File: src/rtl/parking_pkg.sv
// Shared types, width helpers and default sizing for the parking gate arbiter.
package parking_pkg;

    typedef enum logic [1:0] {
        IDLE  = 2'd0,
        OPEN  = 2'd1,
        CLOSE = 2'd2
    } gate_state_t;

    localparam int unsigned DEF_NUM_SPOTS    = 4;
    localparam int unsigned DEF_N_ENTRY      = 2;
    localparam int unsigned DEF_N_EXIT       = 2;
    localparam int unsigned DEF_OPEN_CYCLES  = 8;
    localparam int unsigned DEF_CLOSE_CYCLES = 2;

    // Bits needed to index n slots (at least one).
    function automatic int unsigned slot_width(input int unsigned n);
        return (n > 1) ? $clog2(n) : 1;
    endfunction

    // Bits needed to hold a count from 0 to n inclusive (at least one).
    function automatic int unsigned cap_width(input int unsigned n);
        return (n > 0) ? $clog2(n + 1) : 1;
    endfunction

    // Round-robin pointer width for w requesters.
    function automatic int unsigned ptr_width(input int unsigned w);
        return (w > 1) ? $clog2(w) : 1;
    endfunction

endpackage

File: src/rtl/parking_gate_arbiter_rr_arbiter.sv
// Round-robin arbiter: first request at or after the pointer, searching modulo W.
module rr_arbiter
    import parking_pkg::*;
#(
    parameter  int unsigned W  = 4,
    localparam int unsigned PW = ptr_width(W)
) (
    input  logic [W-1:0]  i_req,
    input  logic [PW-1:0] i_ptr,
    output logic [W-1:0]  o_gnt,
    output logic          o_valid,
    output logic [PW-1:0] o_next_ptr
);

    int unsigned w_idx;

    always_comb begin
        o_gnt      = '0;
        o_valid    = 1'b0;
        o_next_ptr = i_ptr;
        w_idx      = 0;
        for (int unsigned k = 0; k < W; k++) begin
            w_idx = (32'(i_ptr) + k) % W;
            if (!o_valid && i_req[w_idx]) begin
                o_gnt[w_idx] = 1'b1;
                o_valid      = 1'b1;
                o_next_ptr   = PW'((w_idx + 1) % W);
            end
        end
    end

endmodule

File: src/rtl/parking_gate_arbiter.sv
// Shares one barrier gate and the slot pool among entry/exit lanes.
// Build macro EXIT_PRIORITY_EN: pending exits beat entries, each group with its own pointer.
module parking_gate_arbiter
    import parking_pkg::*;
#(
    parameter  int unsigned NUM_SPOTS    = DEF_NUM_SPOTS,
    parameter  int unsigned N_ENTRY      = DEF_N_ENTRY,
    parameter  int unsigned N_EXIT       = DEF_N_EXIT,
    parameter  int unsigned OPEN_CYCLES  = DEF_OPEN_CYCLES,
    parameter  int unsigned CLOSE_CYCLES = DEF_CLOSE_CYCLES,
    localparam int unsigned R            = N_ENTRY + N_EXIT,
    localparam int unsigned SLOT_W       = slot_width(NUM_SPOTS),
    localparam int unsigned CAP_W        = cap_width(NUM_SPOTS)
) (
    input  logic                     clk,
    input  logic                     reset,
    input  logic [N_ENTRY-1:0]       entry_req,
    input  logic [N_EXIT-1:0]        exit_req,
    input  logic [N_EXIT*SLOT_W-1:0] exit_slot,
    input  logic                     gate_clear,
    output logic [R-1:0]             grant,
    output logic [R-1:0]             reject,
    output logic [SLOT_W-1:0]        assigned_slot,
    output logic                     gate_open,
    output logic                     timeout,
    output logic [NUM_SPOTS-1:0]     spots,
    output logic [CAP_W-1:0]         capacity,
    output logic                     full
);

    localparam int unsigned TMR_W = cap_width(OPEN_CYCLES);
    localparam int unsigned CLS_W = cap_width(CLOSE_CYCLES);

    gate_state_t          r_state;
    logic [R-1:0]         r_grant;
    logic [R-1:0]         r_reject;
    logic [SLOT_W-1:0]    r_assigned;
    logic                 r_gate_open;
    logic                 r_timeout;
    logic [NUM_SPOTS-1:0] r_spots;
    logic [CAP_W-1:0]     r_capacity;
    logic                 r_full;
    logic [TMR_W-1:0]     r_timer;
    logic [CLS_W-1:0]     r_close_cnt;
    logic                 r_was_entry;

    logic [R-1:0]         w_win;
    logic                 w_valid;
    logic                 w_is_entry;
    logic                 w_accept;
    logic [SLOT_W-1:0]    w_free_slot;
    logic [SLOT_W-1:0]    w_sel_slot;
    logic [CAP_W-1:0]     w_cap_inc;
    logic [CAP_W-1:0]     w_cap_dec;

`ifdef EXIT_PRIORITY_EN
    localparam int unsigned EPW = ptr_width(N_ENTRY);
    localparam int unsigned XPW = ptr_width(N_EXIT);

    logic [EPW-1:0]     r_ent_ptr;
    logic [XPW-1:0]     r_ext_ptr;
    logic [EPW-1:0]     w_ent_next;
    logic [XPW-1:0]     w_ext_next;
    logic [N_ENTRY-1:0] w_ent_win;
    logic [N_EXIT-1:0]  w_ext_win;
    logic               w_ent_valid;
    logic               w_ext_valid;

    rr_arbiter #(.W(N_ENTRY)) u_rr_entry (
        .i_req      (entry_req),
        .i_ptr      (r_ent_ptr),
        .o_gnt      (w_ent_win),
        .o_valid    (w_ent_valid),
        .o_next_ptr (w_ent_next)
    );

    rr_arbiter #(.W(N_EXIT)) u_rr_exit (
        .i_req      (exit_req),
        .i_ptr      (r_ext_ptr),
        .o_gnt      (w_ext_win),
        .o_valid    (w_ext_valid),
        .o_next_ptr (w_ext_next)
    );

    assign w_valid = w_ent_valid | w_ext_valid;
    assign w_win   = w_ext_valid ? {w_ext_win, {N_ENTRY{1'b0}}} : {{N_EXIT{1'b0}}, w_ent_win};
`else
    localparam int unsigned PW = ptr_width(R);

    logic [PW-1:0] r_ptr;
    logic [PW-1:0] w_next_ptr;

    rr_arbiter #(.W(R)) u_rr (
        .i_req      ({exit_req, entry_req}),
        .i_ptr      (r_ptr),
        .o_gnt      (w_win),
        .o_valid    (w_valid),
        .o_next_ptr (w_next_ptr)
    );
`endif

    // Lowest-index free slot and the slot named by the winning exit lane.
    always_comb begin
        w_free_slot = '0;
        for (int i = int'(NUM_SPOTS) - 1; i >= 0; i--) begin
            if (!r_spots[i]) w_free_slot = SLOT_W'(i);
        end
        w_sel_slot = '0;
        for (int unsigned j = 0; j < N_EXIT; j++) begin
            if (w_win[N_ENTRY + j]) w_sel_slot = exit_slot[j*SLOT_W +: SLOT_W];
        end
    end

    assign w_is_entry = |w_win[N_ENTRY-1:0];
    assign w_accept   = w_is_entry ? (r_capacity != '0) : r_spots[w_sel_slot];
    assign w_cap_inc  = r_capacity + CAP_W'(1);
    assign w_cap_dec  = r_capacity - CAP_W'(1);

    always_ff @(posedge clk) begin
        if (!reset) begin
            r_state     <= IDLE;
            r_grant     <= '0;
            r_reject    <= '0;
            r_assigned  <= '0;
            r_gate_open <= 1'b0;
            r_timeout   <= 1'b0;
            r_spots     <= '0;
            r_capacity  <= CAP_W'(NUM_SPOTS);
            r_full      <= 1'b0;
            r_timer     <= '0;
            r_close_cnt <= '0;
            r_was_entry <= 1'b0;
`ifdef EXIT_PRIORITY_EN
            r_ent_ptr   <= '0;
            r_ext_ptr   <= '0;
`else
            r_ptr       <= '0;
`endif
        end else begin
            r_grant   <= '0;
            r_reject  <= '0;
            r_timeout <= 1'b0;
            case (r_state)
                IDLE: begin
                    if (w_valid) begin
                        if (w_accept) begin
                            r_grant     <= w_win;
                            r_state     <= OPEN;
                            r_gate_open <= 1'b1;
                            r_timer     <= TMR_W'(OPEN_CYCLES);
                            r_was_entry <= w_is_entry;
                            if (w_is_entry) begin
                                r_spots[w_free_slot] <= 1'b1;
                                r_capacity           <= w_cap_dec;
                                r_full               <= (w_cap_dec == '0);
                                r_assigned           <= w_free_slot;
                            end else begin
                                r_spots[w_sel_slot] <= 1'b0;
                                r_capacity          <= w_cap_inc;
                                r_full              <= 1'b0;
                                r_assigned          <= w_sel_slot;
                            end
                        end else begin
                            r_reject <= w_win;
                        end
`ifdef EXIT_PRIORITY_EN
                        if (w_ext_valid) r_ext_ptr <= w_ext_next;
                        else             r_ent_ptr <= w_ent_next;
`else
                        r_ptr <= w_next_ptr;
`endif
                    end
                end
                OPEN: begin
                    // A clear on the expiry edge wins, so no rollback then.
                    if (gate_clear) begin
                        r_state     <= CLOSE;
                        r_gate_open <= 1'b0;
                        r_close_cnt <= CLS_W'(CLOSE_CYCLES - 1);
                    end else if (r_timer == TMR_W'(1)) begin
                        r_state     <= CLOSE;
                        r_gate_open <= 1'b0;
                        r_close_cnt <= CLS_W'(CLOSE_CYCLES - 1);
                        r_timeout   <= 1'b1;
                        if (r_was_entry) begin
                            r_spots[r_assigned] <= 1'b0;
                            r_capacity          <= w_cap_inc;
                            r_full              <= 1'b0;
                        end else begin
                            r_spots[r_assigned] <= 1'b1;
                            r_capacity          <= w_cap_dec;
                            r_full              <= (w_cap_dec == '0);
                        end
                    end else begin
                        r_timer <= r_timer - TMR_W'(1);
                    end
                end
                CLOSE: begin
                    if (r_close_cnt == '0) r_state <= IDLE;
                    else                   r_close_cnt <= r_close_cnt - CLS_W'(1);
                end
                default: r_state <= IDLE;
            endcase
        end
    end

    assign grant         = r_grant;
    assign reject        = r_reject;
    assign assigned_slot = r_assigned;
    assign gate_open     = r_gate_open;
    assign timeout       = r_timeout;
    assign spots         = r_spots;
    assign capacity      = r_capacity;
    assign full          = r_full;

endmodule

File: config.mk
export PLATFORM = sky130hd
export DESIGN_NAME = parking_gate_arbiter
export DESIGN_NICKNAME = d
export VERILOG_FILES = /design/src/rtl/parking_pkg.sv /design/src/rtl/parking_gate_arbiter_rr_arbiter.sv /design/src/rtl/parking_gate_arbiter.sv
export SDC_FILE = /design/constraint.sdc
export NUM_CORES = 1
export LEC_CHECK = 0
export ABC_CLOCK_PERIOD_IN_PS = 4100
export BUFFER_PORTS_ARGS = -buffer_cell sky130_fd_sc_hd__buf_2
export CORE_MARGIN = 2
export CORE_UTILIZATION = 50
export DETAILED_ROUTE_END_ITERATION = 6
export GPL_ROUTABILITY_DRIVEN = 0
export PLACE_DENSITY = 0.79
export SYNTH_ARGS = -nofsm -noshare
export SYNTH_HDL_FRONTEND = slang
export SYNTH_SLANG_ARGS = --single-unit
File: constraint.sdc
create_clock -name clk -period 4.1 [get_ports clk]
set_clock_uncertainty 0.05 [all_clocks]
set_input_delay 0 -clock clk [delete_from_list [all_inputs] [get_ports clk]]
set_output_delay 0 -clock clk [all_outputs]
set_load 0.05 [all_outputs]
==> run metrics, run 1 <==
maximum clock rate 0.268 GHz; setup TNS 0 ps; routed vias/inst 5.93; outcome complete, no violations; first-pass GRT wire length 8480 um; Detailed Routing Iterations Pass 1 4; pin count of the biggest net entering global routing 16; Critical Path RT 4210 ps; Area after DPL 0.00235 mm2; switching share of power 48.6%; input/output buffers 30; crit end category flip-flop; Post-Syn Instances 258; CTS Buffer Depth 2; measured slew at the worst slew-check pin 796 ps; IO Pins 31; synthesized area per cell 8.56 um2; met2 Usage GRT 32.7%; Seq cells post-synth 31; Reg2Reg Depth 12; post-cts resize count 0; cell internal pwr 1.07 mW; Tmin final 3730 ps; DP Wirelength 3530 um; Pins Over Slew Limit 0; sequential-to-total area share from yosys stat 28.1%; ys flop type dfxtp_1; Synthesized Nets 282; crit share post-route 91.0%; All-Layer GR Usage 21.4%; Post-synth EDFFs 0; RSZ-0062 raised after global routing no; R2R setup slack 370 ps; DIE AREA 0.00497 mm2; Sink Count 31; final setup fails 0; worst-path maximum fanout 8; PwrDens 842 mW/mm2; CTS buffer count 5; ant diodes 0; WL final 4930 um; clk slew on worst S/H paths 70 ps; Crit. Startpoint r_ptr[0]$_SDFFE_PN0P_; root buffer cell clkbuf_8; worst reg2reg startpoint r_ptr[0]$_SDFFE_PN0P_; NetSw 1.01 mW; Place WS 312 ps; worst hold-check path type input pin to flip-flop; Seq pwr share 22.9%; via count 2,022; CTS tree yes; design area 0.00248 mm2; Arrival @ worst endpoint 3840 ps; commonest non-fill, non-tap cell in the layout nor2_1; mapped cell area 0.00221 mm2; Setup CP Type flip-flop to flip-flop; worst skew pair latency 300 ps; H-tree depth 2; peak supply drop 0.000250 V; total core area 0.00429 mm2; Area Growth Syn to Fin 12.2%; Routed Antenna Nets 0; most frequent cells in the layout nor2_1 (34), dfxtp_1 (31), buf_2 (30); Final Hold Vio Count 0; Post-synth ARST share 0%; row cnt 24; clock share of power 15.4%; global route total overflow 0; YS warnings 0; GR Util met1 28.4%; Die Wd 70.5 um; Netlist cell types 68; vias in the first global route 1,793; Critical R2R Capture assigned_slot[0]$_SDFFE_PN0P_; Avg WL per Cell 14.5 um; type of origin of the critical path flip-flop; Most Used Layer, Global Route met2; worst setup path endpoint assigned_slot[0]$_SDFFE_PN0P_; Comb power frac 61.7%; share of layout cells above drive strength 1 24.6%; Slew headroom 46.5%; Max Cap Violations 0; Final #Nets 312; Worst Setup Slack, final 369 ps; initial antenna violation count 0; Iter 0 DRT Violations 277; Die Span Y 70.5 um; met3 global-route usage 4.91%; Initial Util 51.5%; Lkg Pwr 1.05 nW; DRC Markers 0
## worst max-delay path, stage by stage (launching register included)
cell      delay [ps]
dfxtp_1          330
inv_1             90
ha_1             330
or3b_2           450
a2111o_1         460
a21bo_2          270
and2_2           220
o22ai_2          310
nor4_2           100
a211oi_2         310
nand2_1          280
a311oi_1         340
nor3_1            70
## cells in the mapped netlist, types with 2 or more instances
| cell | number | share of area, % |
|---|---|---|
| nor4_1 | 2 | 0.57 |
| mux2i_1 | 5 | 2.3 |
| nand2_1 | 18 | 3.1 |
| dfxtp_1 | 31 | 28 |
| buf_6 | 5 | 2.5 |
| clkbuf_1 | 2 | 0.34 |
| nor2b_1 | 6 | 1.7 |
| a22oi_1 | 2 | 0.68 |
| nor3_1 | 7 | 1.6 |
| nand3b_1 | 4 | 1.4 |
| a31oi_1 | 5 | 1.4 |
| mux2_2 | 2 | 1.0 |
| o22ai_2 | 2 | 1.1 |
| o21a_1 | 2 | 0.68 |
| xnor2_1 | 4 | 1.6 |
| o21ai_0 | 14 | 3.2 |
| o221a_2 | 4 | 2.0 |
| o22ai_1 | 3 | 0.85 |
| a21oi_1 | 19 | 4.3 |
| xor2_1 | 2 | 0.79 |
| mux4_1 | 2 | 2.4 |
| nand2b_1 | 2 | 0.57 |
| and3b_2 | 2 | 0.91 |
| inv_1 | 13 | 2.2 |
| nor2_1 | 34 | 5.8 |
| nor4b_1 | 2 | 0.79 |
| nor3b_1 | 2 | 0.68 |
| buf_4 | 4 | 1.4 |
| ha_1 | 13 | 7.4 |
| and3_1 | 3 | 0.85 |
| nand3_1 | 5 | 1.1 |
## final cells by class
class / count / area [um2]
Fill cell: 375 / 1820
Multi-Input combinational cell: 202 / 1440
Sequential cell: 31 / 621
Timing Repair Buffer: 35 / 188
Clock buffer: 6 / 82.6
Tap cell: 52 / 65.1
Inverter: 13 / 48.8
Clock inverter: 2 / 35.0
## cells by family (layout without fill, tap and decap cells)
group	Yosys count	after routing	share of synthesized area, %
and+or+nand+nor	104	104	25.9
AOI/OAI and AO/OA	69	69	22.8
DFF	31	31	28.1
buffers and inverters	25	56	6.80
adders and majority gates	13	13	7.36
muxes	10	10	6.68
xor gates and xnor gates	6	6	2.38
## how the worst min path moves through the flow
stage	end	cells past startpoint	startpoint	slack [ps]
detailed placement	capacity[1]$_SDFFE_PN0P_	2	reset	320
CTS	capacity[1]$_SDFFE_PN0P_	2	reset	9
finish	flip-flop	2	reset	10
global placement	flip-flop	2	reset	320
floorplan	full$_SDFFE_PN0P_	2	reset	110
global route	capacity[1]$_SDFFE_PN0P_	2	reset	20
## power by group through the flow
stage	Combinational, mW	Clock [mW]	Sequential (mW)
final	1.29	0.322	0.478
after global routing	1.42	0.338	0.491
after CTS	1.28	0.324	0.476
after detailed placement	1.26	0	0.483
after global placement	1.24	0	0.481
after floorplan	0.900	0	0.650
## metal layers
metal  vias to the layer above  part of all wire [%]
met2                        62                    45
met3                        14                   6.2
met5                         -                     0
met1                       938                    46
met4                         0                   2.4
li1                       1008                     -
## stage by stage
| step | hold slack, ps | power, mW | instances | util (%) |
|---|---|---|---|---|
| detailed placement | 318 | 1.75 | 332 | 54.8 |
| floorplan | 108 | 1.55 | 258 | - |
| CTS | 9.21 | 2.08 | 340 | 57.5 |
| global placement | 323 | 1.72 | 332 | 54.8 |
| finish | 10.2 | 2.09 | 341 | 57.7 |
| global route | 16.2 | 2.25 | 341 | 57.7 |
## repair_timing
action / CTS / global route
endpoints found under the setup margin: 0 / 2
buffers inserted: 0 / 1
hold buffers: 0 / 0
Note: power is estimated with default switching activity, not from simulation.
==> inputs of run 2 (changes only) <==
Settings changed: CELL_PAD_IN_SITES_DETAIL_PLACEMENT from default to 0, CELL_PAD_IN_SITES_GLOBAL_PLACEMENT from default to 1, CORE_UTILIZATION 50 to 39, PLACE_DENSITY 0.79 to 0.81.
==> run 2 against run 1 <==
Effect of this change:
- worst setup slack got worse by 9.8 ps
- register-to-register slack barely moved
- highest routed layer unchanged
- wire length barely moved
- clock power fell by 2%
- sequential power barely moved
- flip-flop and latch count did not move
- sequential share of layout area fell by 0.25 points
- largest power group unchanged
- critical path depth did not move
- largest cell class unchanged
- die area rose by 27%
==> run metrics, run 2 (synthesized netlist as in run 1, its figures left out) <==
Hold Crit Endpoint capacity[1]$_SDFFE_PN0P_; first-pass GRT wire length 8380 um (-1.1%); switching share of power 48.4% (-0.20 points); most frequent cells in the layout nor2_1 (34), dfxtp_1 (31), buf_2 (30); worst reg2reg startpoint r_ptr[0]$_SDFFE_PN0P_; maximum clock rate 0.267 GHz (-0.26%); DRC Markers 0 (unchanged); Tmin final 3740 ps (+9.76 ps); outcome complete, no violations; H-tree depth 2 (unchanged); vias in the first global route 1,819 (+1.5%); All-Layer GR Usage 16.6% (-4.7 points); Critical Path RT 4210 ps (about the same); input/output buffers 30 (unchanged); Slew headroom 37.4% (-9.1 points); Comb power frac 61.7% (about the same); Detailed Routing Iterations Pass 1 6 (+2); total core area 0.00547 mm2 (+27%); initial antenna violation count 0 (unchanged); Setup CP Type flip-flop to flip-flop; R2R setup slack 360 ps (about the same); pin count of the biggest net entering global routing 16 (unchanged); kind of cell adding the most delay to the critical path compound AO/OA/AOI/OAI gates; IO Pins 31 (unchanged); via count 1,970 (-2.6%); row cnt 27 (+13%); Place WS 274 ps (-38.4 ps); clk slew on worst S/H paths 70 ps (about the same); CTS buffer count 5 (unchanged); WP buf/inv 1 (unchanged); clock share of power 15.2% (-0.2 points); share of layout cells above drive strength 1 24.6% (unchanged); worst skew pair latency 290 ps (about the same); NetSw 1.01 mW (-0.84%); Lkg Pwr 1.05 nW (unchanged); Slowest-stage cell, CP a2111o_1; Max Cap Violations 0 (unchanged); design area 0.00250 mm2 (+1.0%); Sink Count 31 (unchanged); worst-path maximum fanout 8 (unchanged); routed vias/inst 5.46 (-8.0%); post-cts resize count 0 (unchanged); global route total overflow 0 (unchanged); Routed Antenna Nets 0 (unchanged); WL final 4930 um (about the same); Critical R2R Capture assigned_slot[0]$_SDFFE_PN0P_; Area after DPL 0.00238 mm2 (+1.1%); Final Hold Vio Count 0 (unchanged); Iter 0 DRT Violations 160 (-42%); Finished Core Util 45.7% (-12 points); Die Span Y 79.3 um (+12%); WHS Path Cells 2 (unchanged); Area Growth Syn to Fin 13.3%; final setup fails 0 (unchanged); peak supply drop 0.000368 V (+47%); Initial Util 40.4% (-11 points); CP Cell Sequence inv_1 > ha_1 > or3b_2 > a2111o_1 > a21bo_2 > and2_2 > o22ai_2 > nor4_2 > a211oi_2 > nand2_1 > a311oi_1 > nor3_1; CTS Buffer Depth 2 (unchanged); hold path start reset; Final #Nets 312 (unchanged); ant diodes 0 (unchanged); commonest non-fill, non-tap cell in the layout nor2_1; DP Wirelength 3590 um (+1.5%); measured slew at the worst slew-check pin 932 ps (+135 ps); CTS tree yes; Arrival @ worst endpoint 3850 ps (about the same); root buffer cell clkbuf_8; setup TNS 0 ps (unchanged); Die Wd 79.3 um (+12%); Final Power 2.08 mW (-0.43%); crit end category flip-flop; Avg WL per Cell 13.7 um (-5.6%); type of origin of the critical path flip-flop; RSZ-0062 raised after global routing no; Seq pwr share 23.1% (+0.2 points); Reg2Reg Depth 12 (unchanged); Worst Setup Slack, final 360 ps (-9.76 ps); Pins Over Slew Limit 0 (unchanged); worst hold-check path type input pin to flip-flop; cell internal pwr 1.07 mW (about the same); crit share post-route 91.2% (+0.24 points); DIE AREA 0.00628 mm2 (+27%); CP max stage delay 460 ps (about the same); PwrDens 830 mW/mm2 (-1.4%)
==> run 2: cell counts in the layout (fill, tap and decap cells not counted) <==
No cell type changed its count.
==> run 2: cell type report <==
| class | count | area (um2) |
|---|---|---|
| clock buffer | 6 | 82.6 |
| clock inverter | 2 | 35.0 |
| fill | 546 | 2970 |
| inverter | 13 | 48.8 |
| multi-input combinational | 202 | 1440 |
| sequential | 31 | 621 |
| tap | 72 | 90.1 |
| timing repair buffer | 35 | 188 |
==> run 2: worst reg2reg max path, delay by kind of cell (launching register included) <==
family / cells / cell delay, ps
and+or+nand+nor: 5 / 1110
buffers and inverters: 1 / 80
adders and majority gates: 1 / 310
AOI/OAI and AO/OA: 5 / 1720
DFF: 1 / 330
==> run 2: stage by stage <==
| step | std cells | hold WS, ps |
|---|---|---|
| floorplan | 258 | 108 |
| global placement | 352 | 329 |
| detailed placement | 352 | 319 |
| CTS | 360 | 9.71 |
| global route | 361 | 32.1 |
| finish | 361 | 12.7 |
==> run 2: timing repair <==
action | in CTS | in global routing
endpoints found under the setup margin | 0 | 1
setup buffers | 0 | 1
hold buffers | 0 | 0
==> run 2: per-layer routing <==
metal	vias to the layer above	track usage (%)	wire (um)
met1	905	22.3	2390
met5	-	0	0
met3	8	4.20	271
met4	0	5.69	70
li1	1004	-	-
met2	53	26.0	2190
==> run 2: how the worst max path moves through the flow <==
| stage | cells after the start | slack [ps] | endpoint | from |
|---|---|---|---|---|
| 3_3_place_gp | 13 | 400 | assigned_slot[0]$_SDFFE_PN0P_ | r_ptr[0]$_SDFFE_PN0P_ |
| 3_5_place_dp | 13 | 270 | assigned_slot[0]$_SDFFE_PN0P_ | r_ptr[0]$_SDFFE_PN0P_ |
| 4_1_cts | 13 | 260 | assigned_slot[0]$_SDFFE_PN0P_ | r_ptr[0]$_SDFFE_PN0P_ |
| 6_report | 12 | 360 | assigned_slot[0]$_SDFFE_PN0P_ | r_ptr[0]$_SDFFE_PN0P_ |
| 2_1_floorplan | 14 | 250 | flip-flop | r_ptr[0]$_SDFFE_PN0P_ |
| 5_1_grt | 12 | 130 | assigned_slot[0]$_SDFFE_PN0P_ | r_ptr[0]$_SDFFE_PN0P_ |
==> run 2: power groups by stage <==
stage | logic [mW] | registers (mW) | clock network [mW]
floorplan | 0.900 | 0.650 | 0
global placement | 1.26 | 0.484 | 0
detailed placement | 1.27 | 0.484 | 0
CTS | 1.27 | 0.478 | 0.323
global route | 1.43 | 0.493 | 0.337
finish | 1.28 | 0.480 | 0.316
==> inputs of run 3 (changes only) <==
Settings changed: MAX_ROUTING_LAYER from default to met4.
==> run 3 against run 2 <==
Effect of this change:
- register-to-register slack barely moved
- clock power about the same
- global-route usage is 0.47 points higher
- die area did not move
- sequential power barely moved
- fmax decreased by 0.10%
- first-iteration DRC count increased by 2.5%
- combinational power barely moved
- flip-flop and latch count unchanged
- wire length increased by 0.24%
- sequential share of layout area is the same
- largest cell class unchanged
- largest power group unchanged
==> run metrics, run 3 (synthesized netlist as in run 1, its figures left out) <==
outcome complete, no violations; Area Growth Syn to Fin 13.3% (unchanged); DP Wirelength 3590 um (unchanged); All-Layer GR Usage 17.1% (+0.47 points); Detailed Routing Iterations Pass 1 7 (+1); most frequent cells in the layout nor2_1 (34), dfxtp_1 (31), buf_2 (30); worst hold-check path type input pin to flip-flop; Reg2Reg Depth 12 (unchanged); worst reg2reg startpoint r_ptr[0]$_SDFFE_PN0P_; Comb power frac 61.8% (about the same); final setup fails 0 (unchanged); first-pass GRT wire length 8390 um (about the same); measured slew at the worst slew-check pin 932 ps (+0.323 ps); Die Span Y 79.3 um (unchanged); maximum clock rate 0.267 GHz (-0.10%); CTS buffer count 5 (unchanged); pin count of the biggest net entering global routing 16 (unchanged); # fillers 546 (unchanged); Sink Count 31 (unchanged); kind of cell adding the most delay to the critical path compound AO/OA/AOI/OAI gates; switching share of power 48.4% (about the same); setup TNS 0 ps (unchanged); hold path start reset; post-cts resize count 0 (unchanged); WL final 4940 um (+0.24%); Post-CTS Setup Inserts 0 (unchanged); share of layout cells above drive strength 1 24.6% (unchanged); # hold bufs at CTS 0 (unchanged); WHS Path Cells 2 (unchanged); R2R setup slack 360 ps (about the same); CP Cell Sequence inv_1 > ha_1 > or3b_2 > a2111o_1 > a21bo_2 > and2_2 > o22ai_2 > nor4_2 > a211oi_2 > nand2_1 > a311oi_1 > nor3_1; Die Wd 79.3 um (unchanged); via count 1,975 (+0.25%); register area 621 um2 (unchanged); IO Pins 31 (unchanged); WP depth 12 (unchanged); WP buf/inv 1 (unchanged); CP max stage delay 450 ps (about the same); Hold Crit Endpoint capacity[1]$_SDFFE_PN0P_; Arrival @ worst endpoint 3850 ps (about the same); DIE AREA 0.00628 mm2 (unchanged); crit share post-route 91.3% (+0.094 points); Pins Over Slew Limit 0 (unchanged); Final Hold Vio Count 0 (unchanged); Finished Core Util 45.7% (unchanged); global route total overflow 0 (unchanged); area occupied by multi-input gates 0.00144 mm2 (unchanged); vias in the first global route 1,819 (unchanged); Avg WL per Cell 13.7 um (+0.24%); root buffer cell clkbuf_8; crit end category flip-flop; Slew headroom 37.4% (about the same); H-tree depth 2 (unchanged); Seq pwr share 23.1% (about the same); Slowest-stage cell, CP a2111o_1; row cnt 27 (unchanged); DRC Markers 0 (unchanged); Critical R2R Capture assigned_slot[0]$_SDFFE_PN0P_; Setup CP Type flip-flop to flip-flop; worst skew pair latency 290 ps (about the same); Final #Nets 312 (unchanged); commonest non-fill, non-tap cell in the layout nor2_1; routed vias/inst 5.47 (+0.25%); type of origin of the critical path flip-flop; Crit. Startpoint r_ptr[0]$_SDFFE_PN0P_; worst-path maximum fanout 8 (unchanged); PwrDens 831 mW/mm2 (about the same); Initial Util 40.4% (unchanged); clk slew on worst S/H paths 70 ps (about the same); RSZ-0062 raised after global routing no; Lkg Pwr 1.05 nW (unchanged); initial antenna violation count 0 (unchanged); NetSw 1.01 mW (+0.16%); CTS Buffer Depth 2 (unchanged); CTS tree yes; peak supply drop 0.000368 V (about the same); Iter 0 DRT Violations 164 (+2.5%); ant diodes 0 (unchanged); Max Cap Violations 0 (unchanged); clock share of power 15.2% (about the same); Tmin final 3740 ps (+3.85 ps); Critical Path RT 4210 ps (about the same); total core area 0.00547 mm2 (unchanged); input/output buffers 30 (unchanged); cell internal pwr 1.07 mW (about the same); Routed Antenna Nets 0 (unchanged)
## run 3: cell counts in the layout (fill, tap and decap cells not counted)
Identical to the previous run, type by type.
## run 3: how the worst max path moves through the flow
stage,slack (ps),endpoint
after floorplan,250,flip-flop
after detailed placement,270,assigned_slot[0]$_SDFFE_PN0P_
after global placement,400,assigned_slot[0]$_SDFFE_PN0P_
final,360,assigned_slot[0]$_SDFFE_PN0P_
after CTS,260,assigned_slot[0]$_SDFFE_PN0P_
after global routing,130,assigned_slot[0]$_SDFFE_PN0P_
## run 3: worst reg2reg max path, cell delays in order (launching register included)
cell and delay, ps:
dfxtp_1 330, inv_1 80, ha_1 310, or3b_2 440, a2111o_1 450, a21bo_2 260
and2_2 220, o22ai_2 330, nor4_2 100, a211oi_2 320, nand2_1 290, a311oi_1 350
nor3_1 70
## run 3: metrics by stage
step           setup WS [ps]  hold slack (ps)  total power, mW  area, um2  cells
6_report                 356             12.7             2.08       2500    361
5_1_grt                  133             32.1             2.26       2500    361
4_1_cts                  255             9.71             2.07       2500    360
3_5_place_dp             274              319             1.75       2380    352
3_3_place_gp             403              329             1.75       2380    352
2_1_floorplan            249              108             1.55       2210    258
## run 3: layer usage
metal | track usage [%] | part of all wire [%]
met1 | 22.3 | 48
met2 | 26.0 | 44
met3 | 4.20 | 6.3
met4 | 5.69 | 1.7
met5 | - | 0
## run 3: power by group through the flow
stage                     combinational (mW)  clock, mW  sequential [mW]
after detailed placement                1.27          0            0.484
after CTS                               1.27      0.323            0.478
after global routing                    1.43      0.337            0.493
after global placement                  1.26          0            0.484
after floorplan                        0.900          0            0.650
final                                   1.28      0.316            0.480
## run 3: layout make-up
cell class	count	share of cell area [%]
repair buffers	35	7.50
clock inverters	2	1.40
clock buffers	6	3.30
well taps	72	3.60
inverters	13	1.95
flip-flops and latches	31	24.8
multi-input cells	202	57.5
